**src/rtl/qbus_pkg.sv**
```systemverilog
// Shared definitions for the Q-bus master: command codes, sequencer states
// and the default bus timing constants.
package qbus_pkg;

    typedef enum logic [1:0] {
        QOP_RD   = 2'b00,
        QOP_WR   = 2'b01,
        QOP_WB   = 2'b10,
        QOP_INIT = 2'b11
    } qbus_op_e;

    typedef enum logic [3:0] {
        ST_IDLE,
        ST_ADDR,
        ST_SYNC,
        ST_DATA,
        ST_WAIT,
        ST_HOLD,
        ST_RELEASE,
        ST_TAIL,
        ST_INIT_PRE,
        ST_INIT,
        ST_INIT_POST
    } qbus_state_e;

    localparam int TMO_CYCLES_DEF  = 64;
    localparam int WR_HOLD_DEF     = 2;
    localparam int RD_HOLD_DEF     = 1;
    localparam int INIT_CYCLES_DEF = 16;

    function automatic int max_int(input int a, input int b);
        return (a > b) ? a : b;
    endfunction

endpackage

```
**src/rtl/qbus_sync.sv**
```systemverilog
// Two-flop synchronizer for the asynchronous bus reply; resets to inactive.
module qbus_sync (
    input  logic clk,
    input  logic rst,
    input  logic d_in,
    output logic d_out
);

    logic meta_q;
    logic meta_d;
    logic sync_q;
    logic sync_d;

    // Next values simply shift the input one stage per clock.
    always_comb begin
        meta_d = d_in;
        sync_d = meta_q;
    end

    // Both stages drop to the inactive level on reset.
    always_ff @(posedge clk or posedge rst) begin
        if (rst) begin
            meta_q <= 1'b0;
            sync_q <= 1'b0;
        end else begin
            meta_q <= meta_d;
            sync_q <= sync_d;
        end
    end

    assign d_out = sync_q;

endmodule

```
**src/rtl/qbus_mst.sv**
```systemverilog
// Q-bus master sequencer: turns single req/ack commands into CPU-style
// nSYNC/nDIN/nDOUT/nWTBT/nAD bus cycles, waits for nRPLY and reports the result.
module qbus_mst
    import qbus_pkg::*;
#(
    parameter int TMO_CYCLES  = TMO_CYCLES_DEF,
    parameter int WR_HOLD     = WR_HOLD_DEF,
    parameter int RD_HOLD     = RD_HOLD_DEF,
    parameter int INIT_CYCLES = INIT_CYCLES_DEF
) (
    input  logic        PIN_CLK,
    input  logic        PIN_RST,
    input  logic        cmd_req,
    output logic        cmd_ack,
    input  logic [1:0]  cmd_op,
    input  logic [15:0] cmd_addr,
    input  logic [15:0] cmd_data,
    output logic        rsp_valid,
    output logic [15:0] rsp_data,
    output logic        rsp_err,
    output logic [15:0] PIN_nAD_OUT,
    output logic        PIN_nAD_OE,
    input  logic [15:0] PIN_nAD_IN,
    output logic        PIN_nSYNC,
    output logic        PIN_nDIN,
    output logic        PIN_nDOUT,
    output logic        PIN_nWTBT,
    input  logic        PIN_nRPLY
);

    localparam int CNT_MAX = max_int(TMO_CYCLES, INIT_CYCLES);
    localparam int CNT_W   = $clog2(CNT_MAX + 1);

    localparam logic [CNT_W-1:0] TMO_LAST  = CNT_W'(TMO_CYCLES - 1);
    localparam logic [CNT_W-1:0] INIT_LAST = CNT_W'(INIT_CYCLES - 1);
    localparam logic [CNT_W-1:0] RD_LAST   = CNT_W'(RD_HOLD - 1);
    localparam logic [CNT_W-1:0] WR_LAST   = CNT_W'(WR_HOLD - 1);
    localparam logic [CNT_W-1:0] EDGE_LAST = CNT_W'(1);

    qbus_state_e      state_q, state_d;
    logic [CNT_W-1:0] cnt_q, cnt_d;
    qbus_op_e         op_q, op_d;
    logic [15:0]      data_q, data_d;
    logic [15:0]      nad_q, nad_d;
    logic             oe_q, oe_d;
    logic             nsync_q, nsync_d;
    logic             ndin_q, ndin_d;
    logic             ndout_q, ndout_d;
    logic             nwtbt_q, nwtbt_d;
    logic             cmd_ack_q, cmd_ack_d;
    logic             rsp_valid_q, rsp_valid_d;
    logic             rsp_err_q, rsp_err_d;
    logic [15:0]      rsp_data_q, rsp_data_d;

    logic             rply_s;
    logic             is_read;
    logic [CNT_W-1:0] hold_last;
    logic             go_tail;
    logic             tail_err;

    qbus_sync u_rply_sync (
        .clk   (PIN_CLK),
        .rst   (PIN_RST),
        .d_in  (~PIN_nRPLY),
        .d_out (rply_s)
    );

    assign is_read   = (op_q == QOP_RD);
    assign hold_last = is_read ? RD_LAST : WR_LAST;

    // Sequencer next state and next registered bus/response outputs.
    always_comb begin
        state_d     = state_q;
        cnt_d       = cnt_q;
        op_d        = op_q;
        data_d      = data_q;
        nad_d       = nad_q;
        oe_d        = oe_q;
        nsync_d     = nsync_q;
        ndin_d      = ndin_q;
        ndout_d     = ndout_q;
        nwtbt_d     = nwtbt_q;
        cmd_ack_d   = 1'b0;
        rsp_valid_d = 1'b0;
        rsp_err_d   = 1'b0;
        rsp_data_d  = rsp_data_q;
        go_tail     = 1'b0;
        tail_err    = 1'b0;

        case (state_q)
            ST_IDLE: begin
                if (cmd_req) begin
                    cmd_ack_d = 1'b1;
                    op_d      = qbus_op_e'(cmd_op);
                    data_d    = cmd_data;
                    cnt_d     = '0;
                    if (qbus_op_e'(cmd_op) == QOP_INIT) begin
                        state_d = ST_INIT_PRE;
                    end else begin
                        state_d = ST_ADDR;
                        oe_d    = 1'b1;
                        nad_d   = ~cmd_addr;
                        nwtbt_d = (qbus_op_e'(cmd_op) == QOP_RD);
                    end
                end
            end
            ST_ADDR: begin
                state_d = ST_SYNC;
                nsync_d = 1'b0;
            end
            ST_SYNC: begin
                state_d = ST_DATA;
                if (is_read) begin
                    oe_d   = 1'b0;
                    ndin_d = 1'b0;
                end else begin
                    nad_d   = ~data_q;
                    nwtbt_d = (op_q == QOP_WR);
                end
            end
            ST_DATA: begin
                state_d = ST_WAIT;
                cnt_d   = '0;
                if (!is_read) begin
                    ndout_d = 1'b0;
                end
            end
            ST_WAIT: begin
                if (rply_s) begin
                    state_d = ST_HOLD;
                    cnt_d   = '0;
                    if (is_read) begin
                        rsp_data_d = ~PIN_nAD_IN;
                    end
                end else if (cnt_q == TMO_LAST) begin
                    go_tail  = 1'b1;
                    tail_err = 1'b1;
                end else begin
                    cnt_d = cnt_q + CNT_W'(1);
                end
            end
            ST_HOLD: begin
                if (cnt_q == hold_last) begin
                    state_d = ST_RELEASE;
                    cnt_d   = '0;
                    nsync_d = 1'b1;
                    ndin_d  = 1'b1;
                    ndout_d = 1'b1;
                end else begin
                    cnt_d = cnt_q + CNT_W'(1);
                end
            end
            ST_RELEASE: begin
                if (!rply_s) begin
                    go_tail = 1'b1;
                end else if (cnt_q == TMO_LAST) begin
                    go_tail  = 1'b1;
                    tail_err = 1'b1;
                end else begin
                    cnt_d = cnt_q + CNT_W'(1);
                end
            end
            ST_TAIL: begin
                state_d = ST_IDLE;
            end
            ST_INIT_PRE: begin
                if (cnt_q == EDGE_LAST) begin
                    state_d = ST_INIT;
                    cnt_d   = '0;
                    ndout_d = 1'b0;
                end else begin
                    cnt_d = cnt_q + CNT_W'(1);
                end
            end
            ST_INIT: begin
                if (cnt_q == INIT_LAST) begin
                    state_d = ST_INIT_POST;
                    cnt_d   = '0;
                    ndout_d = 1'b1;
                end else begin
                    cnt_d = cnt_q + CNT_W'(1);
                end
            end
            ST_INIT_POST: begin
                if (cnt_q == EDGE_LAST) begin
                    go_tail = 1'b1;
                end else begin
                    cnt_d = cnt_q + CNT_W'(1);
                end
            end
            default: begin
                state_d = ST_IDLE;
            end
        endcase

        if (go_tail) begin
            state_d     = ST_TAIL;
            nsync_d     = 1'b1;
            ndin_d      = 1'b1;
            ndout_d     = 1'b1;
            nwtbt_d     = 1'b1;
            oe_d        = 1'b0;
            nad_d       = 16'hFFFF;
            rsp_valid_d = 1'b1;
            rsp_err_d   = tail_err;
        end
    end

    // All sequencer state and registered outputs; reset releases the bus at once.
    always_ff @(posedge PIN_CLK or posedge PIN_RST) begin
        if (PIN_RST) begin
            state_q     <= ST_IDLE;
            cnt_q       <= '0;
            op_q        <= QOP_RD;
            data_q      <= 16'h0000;
            nad_q       <= 16'hFFFF;
            oe_q        <= 1'b0;
            nsync_q     <= 1'b1;
            ndin_q      <= 1'b1;
            ndout_q     <= 1'b1;
            nwtbt_q     <= 1'b1;
            cmd_ack_q   <= 1'b0;
            rsp_valid_q <= 1'b0;
            rsp_err_q   <= 1'b0;
            rsp_data_q  <= 16'h0000;
        end else begin
            state_q     <= state_d;
            cnt_q       <= cnt_d;
            op_q        <= op_d;
            data_q      <= data_d;
            nad_q       <= nad_d;
            oe_q        <= oe_d;
            nsync_q     <= nsync_d;
            ndin_q      <= ndin_d;
            ndout_q     <= ndout_d;
            nwtbt_q     <= nwtbt_d;
            cmd_ack_q   <= cmd_ack_d;
            rsp_valid_q <= rsp_valid_d;
            rsp_err_q   <= rsp_err_d;
            rsp_data_q  <= rsp_data_d;
        end
    end

    assign cmd_ack     = cmd_ack_q;
    assign rsp_valid   = rsp_valid_q;
    assign rsp_err     = rsp_err_q;
    assign rsp_data    = rsp_data_q;
    assign PIN_nAD_OUT = nad_q;
    assign PIN_nAD_OE  = oe_q;
    assign PIN_nSYNC   = nsync_q;
    assign PIN_nDIN    = ndin_q;
    assign PIN_nDOUT   = ndout_q;
    assign PIN_nWTBT   = nwtbt_q;

endmodule
```
**config.mk**
```make
export PLATFORM = sky130hd
export DESIGN_NAME = qbus_mst
export DESIGN_NICKNAME = d
export VERILOG_FILES = /design/src/rtl/qbus_pkg.sv /design/src/rtl/qbus_sync.sv /design/src/rtl/qbus_mst.sv
export SDC_FILE = /design/constraint.sdc
export NUM_CORES = 1
export LEC_CHECK = 0
export ABC_AREA = 0
export CORE_UTILIZATION = 40
export DETAILED_ROUTE_END_ITERATION = 8
export PLACE_DENSITY = 0.79
export SYNTH_ARGS = -nofsm -noshare
export SYNTH_HDL_FRONTEND = slang
export SYNTH_HIERARCHICAL = 1
export SYNTH_SLANG_ARGS = --single-unit
```
**constraint.sdc**
```tcl
create_clock -name PIN_CLK -period 5.91 [get_ports PIN_CLK]
set_input_delay 1.182 -clock PIN_CLK [delete_from_list [all_inputs] [get_ports PIN_CLK]]
set_output_delay 1.182 -clock PIN_CLK [all_outputs]
set_load 0.01 [all_outputs]
```
==> results of run 1 <==
## logic make-up after synthesis
family | Yosys count
compound gates | 104
flops | 71
fa+ha+maj | 2
simple gates | 88
mux | 18
buf+inv | 31
xor+xnor | 1
## registers in the layout, indices dropped and copies added, names as in the netlist
| name | flops |
|---|---|
| cnt_q | 7 |
| PIN_nWTBT | 1 |
| PIN_nDIN | 1 |
| u_rply_sync/d_out | 1 |
| PIN_nAD_OE | 1 |
| cmd_ack | 1 |
| op_q | 2 |
| u_rply_sync/meta_q | 1 |
| PIN_nSYNC | 1 |
| rsp_err | 1 |
| PIN_nAD_OUT | 16 |
| rsp_data | 16 |
| rsp_valid | 1 |
| data_q | 16 |
| state_q | 4 |
| PIN_nDOUT | 1 |
## Yosys cell counts (all sizes together) (2+ instances only)
| cell | number | area [sq um] |
|---|---|---|
| dfrtp | 51 | 1276 |
| nand2 | 31 | 116.4 |
| o21ai | 25 | 125.1 |
| dfstp | 20 | 525.5 |
| o22ai | 19 | 132.6 |
| mux2 | 18 | 202.7 |
| a211o | 17 | 148.9 |
| buf | 17 | 98.84 |
| nor2 | 12 | 50.05 |
| inv | 9 | 33.78 |
| a21oi | 6 | 30.03 |
| nor3 | 6 | 46.30 |
| and2 | 5 | 31.28 |
| nand3 | 5 | 25.02 |
| a221o | 4 | 40.04 |
| a221oi | 4 | 35.03 |
| a31oi | 4 | 37.53 |
| clkbuf | 4 | 15.01 |
| nor2b | 4 | 25.02 |
| o211ai | 3 | 22.52 |
| or2 | 3 | 18.77 |
| a21o | 2 | 15.01 |
| a22oi | 2 | 28.78 |
| a31o | 2 | 17.52 |
| and2b | 2 | 15.01 |
| and3 | 2 | 12.51 |
| ha | 2 | 25.02 |
| nand2b | 2 | 20.02 |
| nand3b | 2 | 15.01 |
| nand4 | 2 | 12.51 |
| nor3b | 2 | 15.01 |
| o21a | 2 | 15.01 |
| o311ai | 2 | 17.52 |
| o41ai | 2 | 17.52 |
| or3 | 2 | 12.51 |
| or4 | 2 | 15.01 |
## per-layer routing
layer  wire, um  GRT usage  vias to the layer above
li1           -          -                     1353
met1       3843     0.2743                     1432
met2       4180     0.3124                       98
met3        405    0.03865                       10
met4        141    0.06944                        0
met5          0          0                        -
## metrics by stage
step | hold WS (ps) | cell area, sq um | setup WS (ps)
after global placement | 334.3 | 4415 | 2306
final | 348.5 | 4619 | 2528
after floorplan | 331.2 | 3460 | 3021
after detailed placement | 346.4 | 4415 | 2181
after CTS | 357.2 | 4619 | 2541
after global routing | 383.5 | 4619 | 2334
## cell usage in the layout, fill, tap and decap left out, types with 3 or more instances in the layout
master           Yosys  routed
o21ai_0             20      20
o211ai_1             3       3
nand3_1              5       5
dfstp_2             20      20
o22ai_1             18      18
a221oi_1             4       4
and2_1               5       5
dfrtp_1             51      51
mux2_2              18      18
nand2_1             31      31
nor2b_1              4       4
a21oi_1              6       6
a221o_1              4       4
clkdlybuf4s50_1      0      93
a211o_1             17      17
inv_1                9       8
o21ai_1              5       5
nor2_1              10      10
clkbuf_8             0       9
nor3_1               4       4
## power groups by stage
stage               registers (mW)  clock network, mW  logic, mW
floorplan                    0.496                  0    0.00869
global placement             0.496                  0     0.0487
detailed placement           0.497                  0     0.0492
CTS                          0.487              0.416     0.0495
global route                 0.488              0.431     0.0528
finish                       0.487              0.406     0.0486
## worst min path at each step
stage                             startpoint                end  slack (ps)  cells past startpoint
after floorplan           u_rply_sync/meta_q  u_rply_sync/d_out         330                      0
after global placement    u_rply_sync/meta_q  u_rply_sync/d_out         330                      0
after detailed placement  u_rply_sync/meta_q  u_rply_sync/d_out         350                      0
after CTS                 u_rply_sync/meta_q  u_rply_sync/d_out         360                      0
after global routing      u_rply_sync/meta_q  u_rply_sync/d_out         380                      0
final                     u_rply_sync/meta_q  u_rply_sync/d_out         350                      0
## final cells by class
cell class | count | share of cell area
sequential | 71 | 0.3900
multi-input combinational | 213 | 0.3250
timing repair buffer | 94 | 0.2031
tap | 105 | 0.02844
clock buffer | 9 | 0.02681
clock inverter | 7 | 0.01733
inverter | 10 | 0.009209
==> flow_summary.toml, run 1 <==
[outcome]
status = "finished, final reports clean"

[pwr]
p_sw_mw = 0.2226
p_total_mw = 0.9419
p_int_mw = 0.7193
swShare = 0.2363
powerDensity_nw_per_um2 = 203.9
power.share.clock = 0.431
ir_worst_vdd_uv = 133.4
pwr-share-comb = 0.052
p_leak_nw = 2.016
seq_power_share = 0.518

[timing]
period_share = 0.5723
finalHoldViolations = 0
grt_setup_unrepaired = "no"
setup_tns_ps = 0
slew_viol_final = 0
setup_viol = 0
min_period_ps = 3382
maxSlewHeadroom = 0.3655
worstMarginPinSlew_ps = 951.8
skew_ps = 9.432
fmax_mhz = 295.6

[job]
drv_cap = 0

[placement]
placedCellCount = 493
port_buffers = 93
dp_hpwl_mm = 6.097
gp_congestion = 0.9137

[critical_path]
critical_path_depth = 5
endpoint_kind = "register"
critical_path.startpoint = "cmd_req"
reg2reg_to = "PIN_nAD_OUT[12]"
critPathBufInv = 1
critical_path_arrival_ps = 3670
worstSetupEndpoint = "PIN_nAD_OUT[12]"
cp_slowest_stage_delay_ps = 800
cp_slowest_cell = "and3_1"
r2r_start = "state_q[3]"
path_class = "primary input to register"
ff2ff_setup_slack_ps = 2840
crit_family = "simple AND/OR/NAND/NOR gates"
start_kind = "primary input"
cp_data_required_time_ps = 6200
reg2reg_depth = 5
crit_chain = "clkdlybuf4s50_1 -> and3_1 -> nand2_1 -> o22ai_1 -> a211o_1"
critPathMaxFanout = 21

[layout]
multiInputGateArea_sq_um = 1501
stdcell_count = 509
insertedDiodeCount = 0
syn_to_final_growth_pct = 33.53
fillCellCount = 707
regArea_sq_um = 1802
nets = 455
fin_util = 0.5566
drive_above_1_share = 0.1782

[synthesis]
synth_top_family_by_area = "compound AO/OA/AOI/OAI gates"
synthFlopType = "dfrtp_1"
synth_cells = 315
seq_area_frac_synth = 0.5208
synth_seq_cells = 71
yosysWarningCount = 6
avgSynthCellArea_sq_um = 10.98
synthMuxAreaShare = 0.05859
async_flop_share = 1.000
synthSimpleGateAreaFrac = 0.1418
synth-adder-area-share = 0.007233
synth-xor-area-share = 0.002532
synth_compound_area_frac = 0.2239
syn-cell-area_sq_um = 3460
synth-edff-count = 0
synth.distinct_cells = 67
synth_fp_nets = 371

[route]
wirelength_mm = 8.571
dr.pass1.iters = 4
drc = 0
drtIter0Drc = 187
antenna_left = 0
viasPerCell = 5.684
post_drt_wl_per_cell_um = 16.84
vias = 2893

[floorplanning]
die_h_um = 95
die_x_um = 95
io_pins = 94
initial_utilization = 0.4169
core_region_area_sq_um = 8299
dieArea_sq_um = 9025
rows = 33

[clock_tree]
cts_buffers = 9
cts_resized = 0
cts_hold_buffers = 0
cts.sinks = 71
cts_tree = "built"
cts_setup_buffers = 0
h-tree-depth = 3
cts_root_buffer = "clkbuf_8"
clockBufferDepth = 2
clock_latency_ps = 350
clk_pin_slew_ps = 90

[grt]
first_global_vias = 2722
grt_max_degree = 39
grt_overflow = 0
groute.usage.overall = 0.1992
antenna_found_initial = 0
grt_pass1_wl_mm = 13.71

[worst_hold_path]
hold_class = "register to register"
No activity file was read; power rests on OpenSTA's default activity.
==> inputs of run 2 (changes only) <==
PLACE_DENSITY = 0.82   (was 0.79)
clock period = 3 ns   (was 5.91 ns; I/O delays follow)
==> flow_summary.toml, run 2 (same netlist as run 1, synthesis figures left out) <==
[outcome]
status = "finished, final reports clean"

[floorplanning]
rows = 33
dieArea_sq_um = 9025
io_pins = 94
core_region_area_sq_um = 8299
die_h_um = 95
initial_utilization = 0.4169
die_x_um = 95

[route]
viasPerCell = 5.735
vias = 2925
antenna_left = 0
post_drt_wl_per_cell_um = 16.67
drtIter0Drc = 359
drc = 0
dr.pass1.iters = 6
wirelength_mm = 8.504

[placement]
place_area_sq_um = 4436
pre_cts_ws_ps = 661.5
dp_hpwl_mm = 5.995
gp_congestion = 0.9646
placedCellCount = 494
port_buffers = 93

[critical_path]
path_class = "register to register"
reg2reg_depth = 6
critPathMaxFanout = 22
ff2ff_setup_slack_ps = 620
critical_path_arrival_ps = 2650
start_kind = "register"
reg2reg_to = "PIN_nWTBT"
critical_path.startpoint = "state_q[1]"
endpoint_kind = "register"
r2r_start = "state_q[1]"
cp_data_required_time_ps = 3270

[grt]
antenna_found_initial = 0
groute.usage.overall = 0.2009
grt_max_degree = 70
first_global_vias = 2857
grt_overflow = 0
grt_pass1_wl_mm = 13.91

[clock_tree]
cts_tree = "built"
clk_pin_slew_ps = 80
h-tree-depth = 3
cts.sinks = 71
clockBufferDepth = 2
cts_resized = 0
clock_latency_ps = 350
cts_buffers = 9
cts_root_buffer = "clkbuf_8"
cts_setup_buffers = 0
cts_hold_buffers = 0

[pwr]
pwr-share-comb = 0.050
p_leak_nw = 2.034
powerDensity_nw_per_um2 = 410.5
p_sw_mw = 0.4142
p_int_mw = 1.500
swShare = 0.2164
p_total_mw = 1.914
ir_worst_vdd_uv = 233.5
power.share.clock = 0.448
seq_power_share = 0.502

[timing]
worstMarginPinSlew_ps = 901.4
skew_ps = 12.75
holdWs_ps = 363.1
setup_viol = 0
fin_ws_ps = 621.0
slew_viol_final = 0
finalHoldViolations = 0
maxSlewHeadroom = 0.3991
period_share = 0.7930
setup_tns_ps = 0
min_period_ps = 2379
fmax_mhz = 420.3
grt_setup_unrepaired = "no"

[worst_hold_path]
holdPathEnd = "u_rply_sync/d_out"
hold_class = "register to register"
whs_path_depth = 0
hold_path.startpoint = "u_rply_sync/meta_q"

[layout]
multiInputGateArea_sq_um = 1501
layout_common_cells = "clkdlybuf4s50_1 (93), dfrtp_1 (51), nand2_1 (31)"
fin_util = 0.5617
fin_area_sq_um = 4662
drive_above_1_share = 0.1802
nets = 456
stdcell_count = 510
fillCellCount = 680
regArea_sq_um = 1802
mostFrequentLayoutCell = "clkdlybuf4s50_1"
insertedDiodeCount = 0
syn_to_final_growth_pct = 34.76

[job]
drv_cap = 0
-- run 2: final cells by class --
class	instances	area share
Sequential cell	71	0.3865
Tap cell	105	0.02818
Timing Repair Buffer	95	0.2056
Clock buffer	9	0.02657
Multi-Input combinational cell	213	0.3221
Inverter	10	0.009125
Clock inverter	7	0.02201
-- run 2: worst max-delay path by stage --
stage / to / slack, ps / depth (start not counted)
after detailed placement: PIN_nWTBT / 660 / 6
after global routing: PIN_nWTBT / 490 / 7
after global placement: PIN_nWTBT / 750 / 6
final: PIN_nWTBT / 620 / 6
after floorplan: PIN_nAD_OE / 690 / 1
after CTS: PIN_nWTBT / 650 / 7
-- run 2: per-layer routing --
metal,share of wire,vias to the layer above,GRT usage
li1,-,1356,-
met1,0.42,1394,0.2635
met2,0.48,148,0.3165
met3,0.080,27,0.06280
met4,0.020,0,0.06313
met5,0,-,0
-- run 2: worst max-delay path, stage by stage (launching register included) --
cell,delay [ps]
dfrtp_1,740
nor2b_1,160
nor3_4,410
a22oi_4,200
clkinv_4,200
o22ai_4,190
a221o_1,390
-- run 2: power by group through the flow --
stage / sequential [mW] / combinational, mW / clock, mW
after global placement: 0.978 / 0.0967 / 0
after detailed placement: 0.978 / 0.0970 / 0
after floorplan: 0.977 / 0.0171 / 0
after global routing: 0.961 / 0.105 / 0.920
final: 0.960 / 0.0958 / 0.858
after CTS: 0.960 / 0.0975 / 0.877
==> inputs of run 3 (changes only) <==
PLACE_DENSITY = 0.79   (was 0.82)
clock period = 2.2 ns   (was 3 ns; I/O delays follow)
==> flow_summary.toml, run 3 (same netlist as run 1, synthesis figures left out) <==
[timing]
period_share = 0.9533
skew_ps = 12.54
setup_viol = 0
maxSlewHeadroom = 0.6749
fin_ws_ps = 102.8
setup_tns_ps = 0
holdWs_ps = 291.5
finalHoldViolations = 0
slew_viol_final = 0
fmax_mhz = 476.8
worstMarginPinSlew_ps = 485.9
min_period_ps = 2097

[route]
wirelength_mm = 8.791
antenna_left = 0
drc = 0
post_drt_wl_per_cell_um = 16.49
drtIter0Drc = 294
dr.pass1.iters = 5
viasPerCell = 5.664
vias = 3019

[layout]
syn_to_final_growth_pct = 40.51
layout_common_cells = "clkdlybuf4s50_1 (93), dfrtp_1 (48), nand2_1 (31)"
nets = 479
regArea_sq_um = 1805
stdcell_count = 533
drive_above_1_share = 0.2360
fillCellCount = 656
insertedDiodeCount = 0
multiInputGateArea_sq_um = 1524
mostFrequentLayoutCell = "clkdlybuf4s50_1"

[clock_tree]
clock_latency_ps = 360
cts_tree = "built"
clk_pin_slew_ps = 80
cts.sinks = 71
cts_buffers = 9
cts_hold_buffers = 0
cts_root_buffer = "clkbuf_8"
h-tree-depth = 3
clockBufferDepth = 2

[grt]
grt_max_degree = 51
grt_overflow = 0
first_global_vias = 2982
grt_pass1_wl_mm = 14.43
antenna_found_initial = 0
groute.usage.overall = 0.2101

[placement]
gp_congestion = 0.8946
pre_cts_ws_ps = -14.13
placedCellCount = 513
dp_hpwl_mm = 6.412
port_buffers = 93

[critical_path]
endpoint_kind = "register"
cp_slowest_cell = "dfrtp_1"
start_kind = "register"
cp_slowest_stage_delay_ps = 410
ff2ff_setup_slack_ps = 100
path_class = "register to register"
crit_chain = "inv_1 -> ha_1 -> or3b_1 -> o211ai_1 -> and3b_2 -> a21oi_1 -> a221o_1"
cp_data_required_time_ps = 2430
critPathMaxFanout = 5
critical_path_arrival_ps = 2330

[job]
drv_cap = 0

[pwr]
ir_worst_vdd_uv = 341.5
p_leak_nw = 2.143
powerDensity_nw_per_um2 = 515.9

[floorplanning]
dieArea_sq_um = 9025
initial_utilization = 0.4169
die_h_um = 95
core_region_area_sq_um = 8299
rows = 33
io_pins = 94
die_x_um = 95

[outcome]
status = "finished, final reports clean"

[worst_hold_path]
hold_class = "primary input to asynchronous set/reset pin"
[run 3: changes by cell type in the layout (fill, tap and decap cells not counted), sizes merged]
cell / delta
buf: +23
bufinv: -1
inv: +1
[run 3: stage by stage]
stage / utilization / total power [mW] / area (sq um)
5_1_grt: 0.5857 / 2.602 / 4861
6_report: 0.5857 / 2.508 / 4861
3_3_place_gp: 0.5531 / 1.466 / 4591
4_1_cts: 0.5807 / 2.536 / 4820
2_1_floorplan: - / 1.356 / 3460
3_5_place_dp: 0.5531 / 1.468 / 4591
[run 3: timing repair]
| action | in CTS | in global routing |
|---|---|---|
| pin swaps | 1 | 1 |
| resized for setup | 0 | 6 |
| setup endpoints to repair | 1 | 10 |
| setup buffers | 2 | 2 |
[run 3: path summary, 6_finish.rpt]
path | startpoint | to | depth (start not counted)
setup reg to reg | cnt_q[1] | cnt_q[3] | 7
max in group asynchronous | PIN_RST | PIN_nDIN | 3
hold / removal | PIN_RST | u_rply_sync/d_out | 2
hold reg to reg | u_rply_sync/meta_q | u_rply_sync/d_out | 0
setup / recovery | cnt_q[1] | cnt_q[3] | 7
min in group PIN_CLK | u_rply_sync/meta_q | u_rply_sync/d_out | 0
[run 3: per-layer routing]
metal  share of wire  up-vias  wire length (um)  global-route usage
met3           0.067       17               587             0.05233
met1            0.43     1472              3792              0.2846
li1                -     1397                 -                   -
met5               0        -                 0                   0
met4           0.019        0               165             0.08333
met2            0.48      133              4245              0.3219
[run 3: cell type report]
cell class | count | area share
timing repair buffer | 118 | 0.2378
multi-input combinational | 213 | 0.3135
clock inverter | 7 | 0.01596
clock buffer | 9 | 0.02548
sequential | 71 | 0.3714
inverter | 10 | 0.008752
tap | 105 | 0.02703
[run 3: power breakdown]
| group | internal, mW | switching (mW) |
|---|---|---|
| combinational | 0.0888 | 0.0441 |
| sequential | 1.31 | 0.00191 |
| clock | 0.535 | 0.530 |
[run 3: worst max-delay path, delay by kind of cell (launching register included)]
kind            cells  cell delay (ps)
flops               1              410
buf+inv             1               90
simple gates        2              680
compound gates      3              620
fa+ha+maj           1              170
